File: config.mk
export PLATFORM = sky130hd
export DESIGN_NAME = imem_loader_flat
export DESIGN_NICKNAME = d
export VERILOG_FILES = /design/src/rtl/imem_loader_pkg.sv /design/src/rtl/imem_loader_if.sv /design/src/rtl/imem_loader_byte_packer.sv /design/src/rtl/imem_loader.sv /design/src/flat_wrapper.sv
export SDC_FILE = /design/constraint.sdc
export NUM_CORES = 1
export LEC_CHECK = 0
export BUFFER_PORTS_ARGS = -buffer_cell sky130_fd_sc_hd__buf_2
export CORE_MARGIN = 2
export CORE_UTILIZATION = 28
export DETAILED_ROUTE_END_ITERATION = 12
export GPL_TIMING_DRIVEN = 1
export SYNTH_ARGS = -nofsm -noshare
export SYNTH_HDL_FRONTEND = slang
export SYNTH_SLANG_ARGS = --single-unit
File: constraint.sdc
create_clock -name clk -period 7.9 [get_ports clk]
set_clock_uncertainty 0.1 [all_clocks]
set_input_delay 1.58 -clock clk [delete_from_list [all_inputs] [get_ports clk]]
set_output_delay 1.58 -clock clk [all_outputs]
set_load 0.02 [all_outputs]
File: src/rtl/imem_loader_pkg.sv
// Shared definitions for the instruction-memory image loader: state encoding,
// framing constants and the default memory depth (also used by the imem).
package loader_pkg;

  typedef enum logic [2:0] {
    LEN  = 3'd0,
    DATA = 3'd1,
    CSUM = 3'd2,
    DONE = 3'd3,
    ERR  = 3'd4
  } loader_state_e;

  // Header word count and trailing checksum are both one 32-bit word.
  localparam int unsigned HDR_BYTES = 4;

  localparam int unsigned DEFAULT_MEM_WORDS = 32000;

  // Byte address of instruction word idx when word 0 lives at base.
  function automatic logic [31:0] word_addr(input logic [31:0] base,
                                            input logic [31:0] idx);
    return base + (idx << 2);
  endfunction

endpackage

File: src/rtl/imem_loader_if.sv
// Byte-stream input plus instruction-memory write port and status of the
// loader. slave = loader view, master = stream source / memory / monitor view.
interface imem_loader_if;
  logic        in_valid;
  logic [7:0]  in_data;
  logic        in_ready;
  logic        wr_en;
  logic [31:0] wr_addr;
  logic [31:0] wr_data;
  logic        cpu_hold;
  logic        done;
  logic        err;
  logic [31:0] word_cnt;

  modport slave (
    input  in_valid, in_data,
    output in_ready, wr_en, wr_addr, wr_data, cpu_hold, done, err, word_cnt
  );

  modport master (
    output in_valid, in_data,
    input  in_ready, wr_en, wr_addr, wr_data, cpu_hold, done, err, word_cnt
  );
endinterface

File: src/rtl/imem_loader_byte_packer.sv
// 8-to-32 little-endian assembler. word_valid_o is combinational and fires in
// the cycle the 4th byte is accepted, with word_o already holding that byte in
// the top lane, so the caller can register the full word on the same edge.
module byte_packer
  import loader_pkg::*;
(
  input  logic        clk,
  input  logic        rst,
  input  logic        byte_valid_i,
  input  logic [7:0]  byte_data_i,
  output logic        word_valid_o,
  output logic [31:0] word_o
);

  localparam logic [1:0] LANE_LAST = 2'(HDR_BYTES - 1);

  logic [1:0]  lane_q, lane_d;
  logic [23:0] part_q, part_d;

  // Steer each accepted byte into its lane; the lane counter wraps 3->0.
  always_comb begin
    lane_d       = lane_q;
    part_d       = part_q;
    word_valid_o = byte_valid_i && (lane_q == LANE_LAST);
    word_o       = {byte_data_i, part_q};
    if (byte_valid_i) begin
      lane_d = lane_q + 2'd1;
      case (lane_q)
        2'd0:    part_d[7:0]   = byte_data_i;
        2'd1:    part_d[15:8]  = byte_data_i;
        2'd2:    part_d[23:16] = byte_data_i;
        default: part_d        = '0;
      endcase
    end
  end

  // Lane counter and partial word survive input gaps untouched.
  always_ff @(posedge clk or posedge rst) begin
    if (rst) begin
      lane_q <= '0;
      part_q <= '0;
    end else begin
      lane_q <= lane_d;
      part_q <= part_d;
    end
  end

endmodule

File: src/rtl/imem_loader.sv
// Loads a framed image (count, words, checksum) from a byte stream into the
// instruction memory and releases the core only after a good checksum.
//
//   state | meaning
//   ------+-------------------------------------------------------------
//   LEN   | collecting the 4-byte word count N
//   DATA  | collecting instruction words, one memory write per word
//   CSUM  | collecting the 4-byte checksum, compared on the last byte
//   DONE  | image accepted, core released; sticky until rst
//   ERR   | oversize header or bad checksum, core held; sticky until rst
module imem_loader
  import loader_pkg::*;
#(
  parameter int unsigned MEM_WORDS = DEFAULT_MEM_WORDS,
  parameter logic [31:0] BASE_ADDR = 32'h0000_0000
)(
  input  logic         clk,
  input  logic         rst,
  imem_loader_if.slave bus
);

  loader_state_e state_q, state_d;
  logic          in_ready_q, in_ready_d;
  logic          wr_en_q, wr_en_d;
  logic [31:0]   wr_addr_q, wr_addr_d;
  logic [31:0]   wr_data_q, wr_data_d;
  logic          done_q, done_d;
  logic          err_q, err_d;
  logic [31:0]   word_cnt_q, word_cnt_d;
  logic [31:0]   csum_q, csum_d;
  logic [31:0]   len_q, len_d;

  logic          accept;
  logic          word_valid;
  logic [31:0]   word;

  assign accept = bus.in_valid && in_ready_q;

  byte_packer u_packer (
    .clk          (clk),
    .rst          (rst),
    .byte_valid_i (accept),
    .byte_data_i  (bus.in_data),
    .word_valid_o (word_valid),
    .word_o       (word)
  );

  // Next state and registered outputs; every output is a flop so done/err and
  // the write strobe appear the cycle after the deciding byte.
  always_comb begin
    state_d    = state_q;
    wr_en_d    = 1'b0;
    wr_addr_d  = wr_addr_q;
    wr_data_d  = wr_data_q;
    word_cnt_d = word_cnt_q;
    csum_d     = csum_q;
    len_d      = len_q;

    case (state_q)
      LEN: begin
        if (word_valid) begin
          len_d = word;
          if (word == 32'd0)                 state_d = CSUM;
          else if (word > 32'(MEM_WORDS))    state_d = ERR;
          else                               state_d = DATA;
        end
      end
      DATA: begin
        if (word_valid) begin
          wr_en_d    = 1'b1;
          wr_data_d  = word;
          wr_addr_d  = word_addr(BASE_ADDR, word_cnt_q);
          word_cnt_d = word_cnt_q + 32'd1;
          csum_d     = csum_q + word;
          if (word_cnt_q + 32'd1 == len_q) state_d = CSUM;
        end
      end
      CSUM: begin
        if (word_valid) state_d = (word == csum_q) ? DONE : ERR;
      end
      DONE:    state_d = DONE;
      ERR:     state_d = ERR;
      default: state_d = ERR;
    endcase

    in_ready_d = (state_d == LEN) || (state_d == DATA) || (state_d == CSUM);
    done_d     = (state_d == DONE);
    err_d      = (state_d == ERR);
  end

  // State and output registers; rst mid-load restarts framing from LEN.
  always_ff @(posedge clk or posedge rst) begin
    if (rst) begin
      state_q    <= LEN;
      in_ready_q <= 1'b0;
      wr_en_q    <= 1'b0;
      wr_addr_q  <= BASE_ADDR;
      wr_data_q  <= '0;
      done_q     <= 1'b0;
      err_q      <= 1'b0;
      word_cnt_q <= '0;
      csum_q     <= '0;
      len_q      <= '0;
    end else begin
      state_q    <= state_d;
      in_ready_q <= in_ready_d;
      wr_en_q    <= wr_en_d;
      wr_addr_q  <= wr_addr_d;
      wr_data_q  <= wr_data_d;
      done_q     <= done_d;
      err_q      <= err_d;
      word_cnt_q <= word_cnt_d;
      csum_q     <= csum_d;
      len_q      <= len_d;
    end
  end

  assign bus.in_ready = in_ready_q;
  assign bus.wr_en    = wr_en_q;
  assign bus.wr_addr  = wr_addr_q;
  assign bus.wr_data  = wr_data_q;
  assign bus.cpu_hold = !done_q;
  assign bus.done     = done_q;
  assign bus.err      = err_q;
  assign bus.word_cnt = word_cnt_q;

endmodule

File: src/flat_wrapper.sv
// flat-port wrapper written by rule: the top's interface ports become plain ports
module imem_loader_flat import loader_pkg::*;
#(
  parameter int unsigned MEM_WORDS = DEFAULT_MEM_WORDS,
  parameter logic [31:0] BASE_ADDR = 32'h0000_0000
)
  (clk, rst, bus_in_valid, bus_in_data, bus_in_ready, bus_wr_en, bus_wr_addr, bus_wr_data, bus_cpu_hold, bus_done, bus_err, bus_word_cnt);
  imem_loader_if bus_i ();
  input  logic clk;
  input  logic rst;
  input wire logic [$bits(bus_i.in_valid)-1:0] bus_in_valid;
  input wire logic [$bits(bus_i.in_data)-1:0] bus_in_data;
  output wire logic [$bits(bus_i.in_ready)-1:0] bus_in_ready;
  output wire logic [$bits(bus_i.wr_en)-1:0] bus_wr_en;
  output wire logic [$bits(bus_i.wr_addr)-1:0] bus_wr_addr;
  output wire logic [$bits(bus_i.wr_data)-1:0] bus_wr_data;
  output wire logic [$bits(bus_i.cpu_hold)-1:0] bus_cpu_hold;
  output wire logic [$bits(bus_i.done)-1:0] bus_done;
  output wire logic [$bits(bus_i.err)-1:0] bus_err;
  output wire logic [$bits(bus_i.word_cnt)-1:0] bus_word_cnt;
  assign bus_i.in_valid = bus_in_valid;
  assign bus_i.in_data = bus_in_data;
  assign bus_in_ready = bus_i.in_ready;
  assign bus_wr_en = bus_i.wr_en;
  assign bus_wr_addr = bus_i.wr_addr;
  assign bus_wr_data = bus_i.wr_data;
  assign bus_cpu_hold = bus_i.cpu_hold;
  assign bus_done = bus_i.done;
  assign bus_err = bus_i.err;
  assign bus_word_cnt = bus_i.word_cnt;
  imem_loader #(.MEM_WORDS(MEM_WORDS), .BASE_ADDR(BASE_ADDR)) u_core (.clk(clk), .rst(rst), .bus(bus_i));
endmodule
==> impl_metrics.tcl <==
set metrics [dict create \
    ys_types 66 \
    numCtsBuffers 17 \
    drv_cap 0 \
    p_leak_nw 5.77 \
    peakVddDrop_uv 195 \
    async_reset_ff_share_pct 100 \
    outcome "finished, final reports clean" \
    crit_chain "buf_2 > nand3_1 > or2_4 > inv_2 > buf_4 > nand2_1 > nor2_1 > xor2_1" \
    path_max_fanout 57 \
    fin_nets 1238 \
    syn_area_per_cell_um2 9.11 \
    drc 0 \
    cts_setup_buffers 0 \
    final_cell_mix "nand2_1, dfrtp_1, buf_2" \
    final_max_slew_viol_count 0 \
    drive_gt1_share_pct 16.5 \
    synth_edf_count 0 \
    crit_path_top_delay_cell "buf_4" \
    hpwlAfterDp_mm 18.8 \
    track_usage_pct 14.1 \
    synthFlopType "dfrtp_1" \
    final_util_pct 32.7 \
    initial_core_util_pct 28.5 \
    rsz0062_at_grt "false" \
    powerDensity_nw_per_um2 305 \
    synth.yosys.seq_area_share_pct 47.0 \
    cts_tree "done" \
    ant_nets 0 \
    hold_viol_final 0 \
    syn_inst 1117 \
    yosys_warnings 0 \
    tightestPinTransition_ns 0.929 \
    layout_commonest_cell "nand2_1" \
    grt_pass1_wl_mm 42.7 \
    required_ns 8.18 \
    num_io_pins 112 \
    die_h_um 195 \
    max-slew-margin-rel_pct 38.0 \
    cts-resized-gates 0 \
    crit_type "primary input to flip-flop" \
    cpPeakStageDelay_ns 0.60 \
    ctsHtreeMaxLevel 4 \
    port_buffers 109 \
    arrival_ns 3.91 \
    first_iter_violations 509 \
    die_area_um2 37900 \
    syn2layout_area_growth_pct 14.6 \
    via_per_inst 4.87 \
    timing.final.crit_share_pct 46.0 \
    setup_tns_ns 0 \
    cts.clk_slew.worst_paths_ns 0.08 \
    ctsHoldBuffers 0 \
    routedWlPerCell_um 15.8 \
    die_x_um 195 \
    ys_seq_elements 191 \
    dr.pass1.iters 7 \
    diodes 0 \
    gp_congestion 0.811 \
    cts_max_path_buffers 2 \
    rows 69 \
    clk_latency_ns 0.45 \
    syn_area_um2 10200 \
    vias 8111 \
    clock-sinks 191 \
    cp-start-kind "primary input" \
    grt_pass1_vias 7605 \
    drt-total-wl_mm 26.4 \
    coreArea_um2 35700 \
    antenna_found_initial 1 \
    grt_max_degree 124 \
    fillCellCount 3675 \
    fin_crit_ns 3.63 \
    setup_violations 0 \
    endpoint_kind "flip-flop" \
    hold_path.class "flip-flop to flip-flop" \
    max_freq_mhz 275 \
    clock-root-buffer "clkbuf_16" \
    grt-ovfl-total 0 \
]
Yosys cell counts (8+ instances only):
library cell / count / area, µm²
nand2_1: 319 / 1200
dfrtp_1: 191 / 4780
o21ai_0: 72 / 360
xnor2_1: 66 / 578
nor2_1: 41 / 154
clkbuf_1: 38 / 143
ha_1: 36 / 450
xor2_1: 35 / 307
mux2_2: 32 / 360
a21oi_1: 31 / 155
nand3_1: 25 / 125
nor4_1: 23 / 144
inv_1: 22 / 82.6
nor3_1: 21 / 105
nand4_1: 17 / 106
a21o_1: 11 / 82.6
and3_1: 9 / 56.3
or3_1: 9 / 56.3
o31ai_1: 8 / 60.1
cell type report:
type | count | area [µm²] | area share (%)
repair buffers | 113 | 576 | 4.94
well taps | 461 | 577 | 4.95
inverters | 22 | 90.1 | 0.773
clock buffers | 17 | 425 | 3.65
clock inverters | 15 | 168 | 1.44
multi-input cells | 845 | 5040 | 43.2
flip-flops and latches | 191 | 4780 | 41.0
stage by stage:
step | cell area (µm²) | setup slack [ns] | power (mW) | hold WS, ns | instances
2_1_floorplan | 10200 | 1.02 | 2.31 | 0.343 | 1118
3_3_place_gp | 11100 | 3.84 | 2.69 | 0.353 | 1632
3_5_place_dp | 11100 | 3.78 | 2.72 | 0.358 | 1632
4_1_cts | 11700 | 4.27 | 3.60 | 0.376 | 1664
5_1_grt | 11700 | 4.05 | 3.82 | 0.397 | 1664
6_report | 11700 | 4.27 | 3.56 | 0.371 | 1664
state kept, by name, summed over array words and instances, names as in the netlist, 2 cells and up:
register	cells
u_core.state_q	3
u_core.u_packer.part_q	24
u_core.csum_q	32
u_core.len_q	32
u_core.bus.wr_data	32
u_core.bus.word_cnt	32
u_core.u_packer.lane_q	2
u_core.bus.wr_addr	30
critical path: cells and delay by family:
family	cells	cell delay [ns]
XOR/XNOR	1	0.15
AND/OR/NAND/NOR	4	1.06
buffers and inverters	3	1.03
worst paths after layout:
path / slack (ns) / endpoint / start / cells past startpoint
worst max register to register: 4.29 / u_core.state_q[1] / u_core.bus.word_cnt[0] / 9
worst min-delay path: 0.37 / u_core.bus.wr_addr[15] / u_core.bus.wr_addr[15] / 2
max in group asynchronous: 4.98 / u_core.csum_q[19] / rst / 3
min in group asynchronous: 1.20 / u_core.bus.wr_addr[7] / rst / 2
worst min register to register: 0.37 / u_core.bus.wr_addr[15] / u_core.bus.wr_addr[15] / 2
worst max-delay path: 4.27 / u_core.bus.word_cnt[31] / bus_in_valid / 8
metal layers:
layer | GRT usage [%] | routed length (µm) | up-vias
met1 | 19.8 | 12500 | 3933
li1 | - | - | 3950
met3 | 2.85 | 1370 | 28
met5 | 0 | 14 | -
met2 | 22.6 | 12200 | 198
met4 | 3.05 | 260 | 2
logic make-up after synthesis:
logic type	share of synthesized area [%]
AND/OR/NAND/NOR	22.4
flip-flops	47.0
AO/OA/AOI/OAI	10.0
XOR/XNOR	8.70
buffers and inverters	3.58
adder cells (fa/ha/maj)	4.72
multiplexers	3.54
other	0.0369
where the power goes:
group | leakage (nW) | internal [mW] | switching (mW)
logic | 2.92 | 0.466 | 0.823
registers | 2.56 | 1.19 | 0.220
clock network | 0.292 | 0.428 | 0.438
total | 5.77 | 2.08 | 1.48
Power figures use the tool's default switching activity.
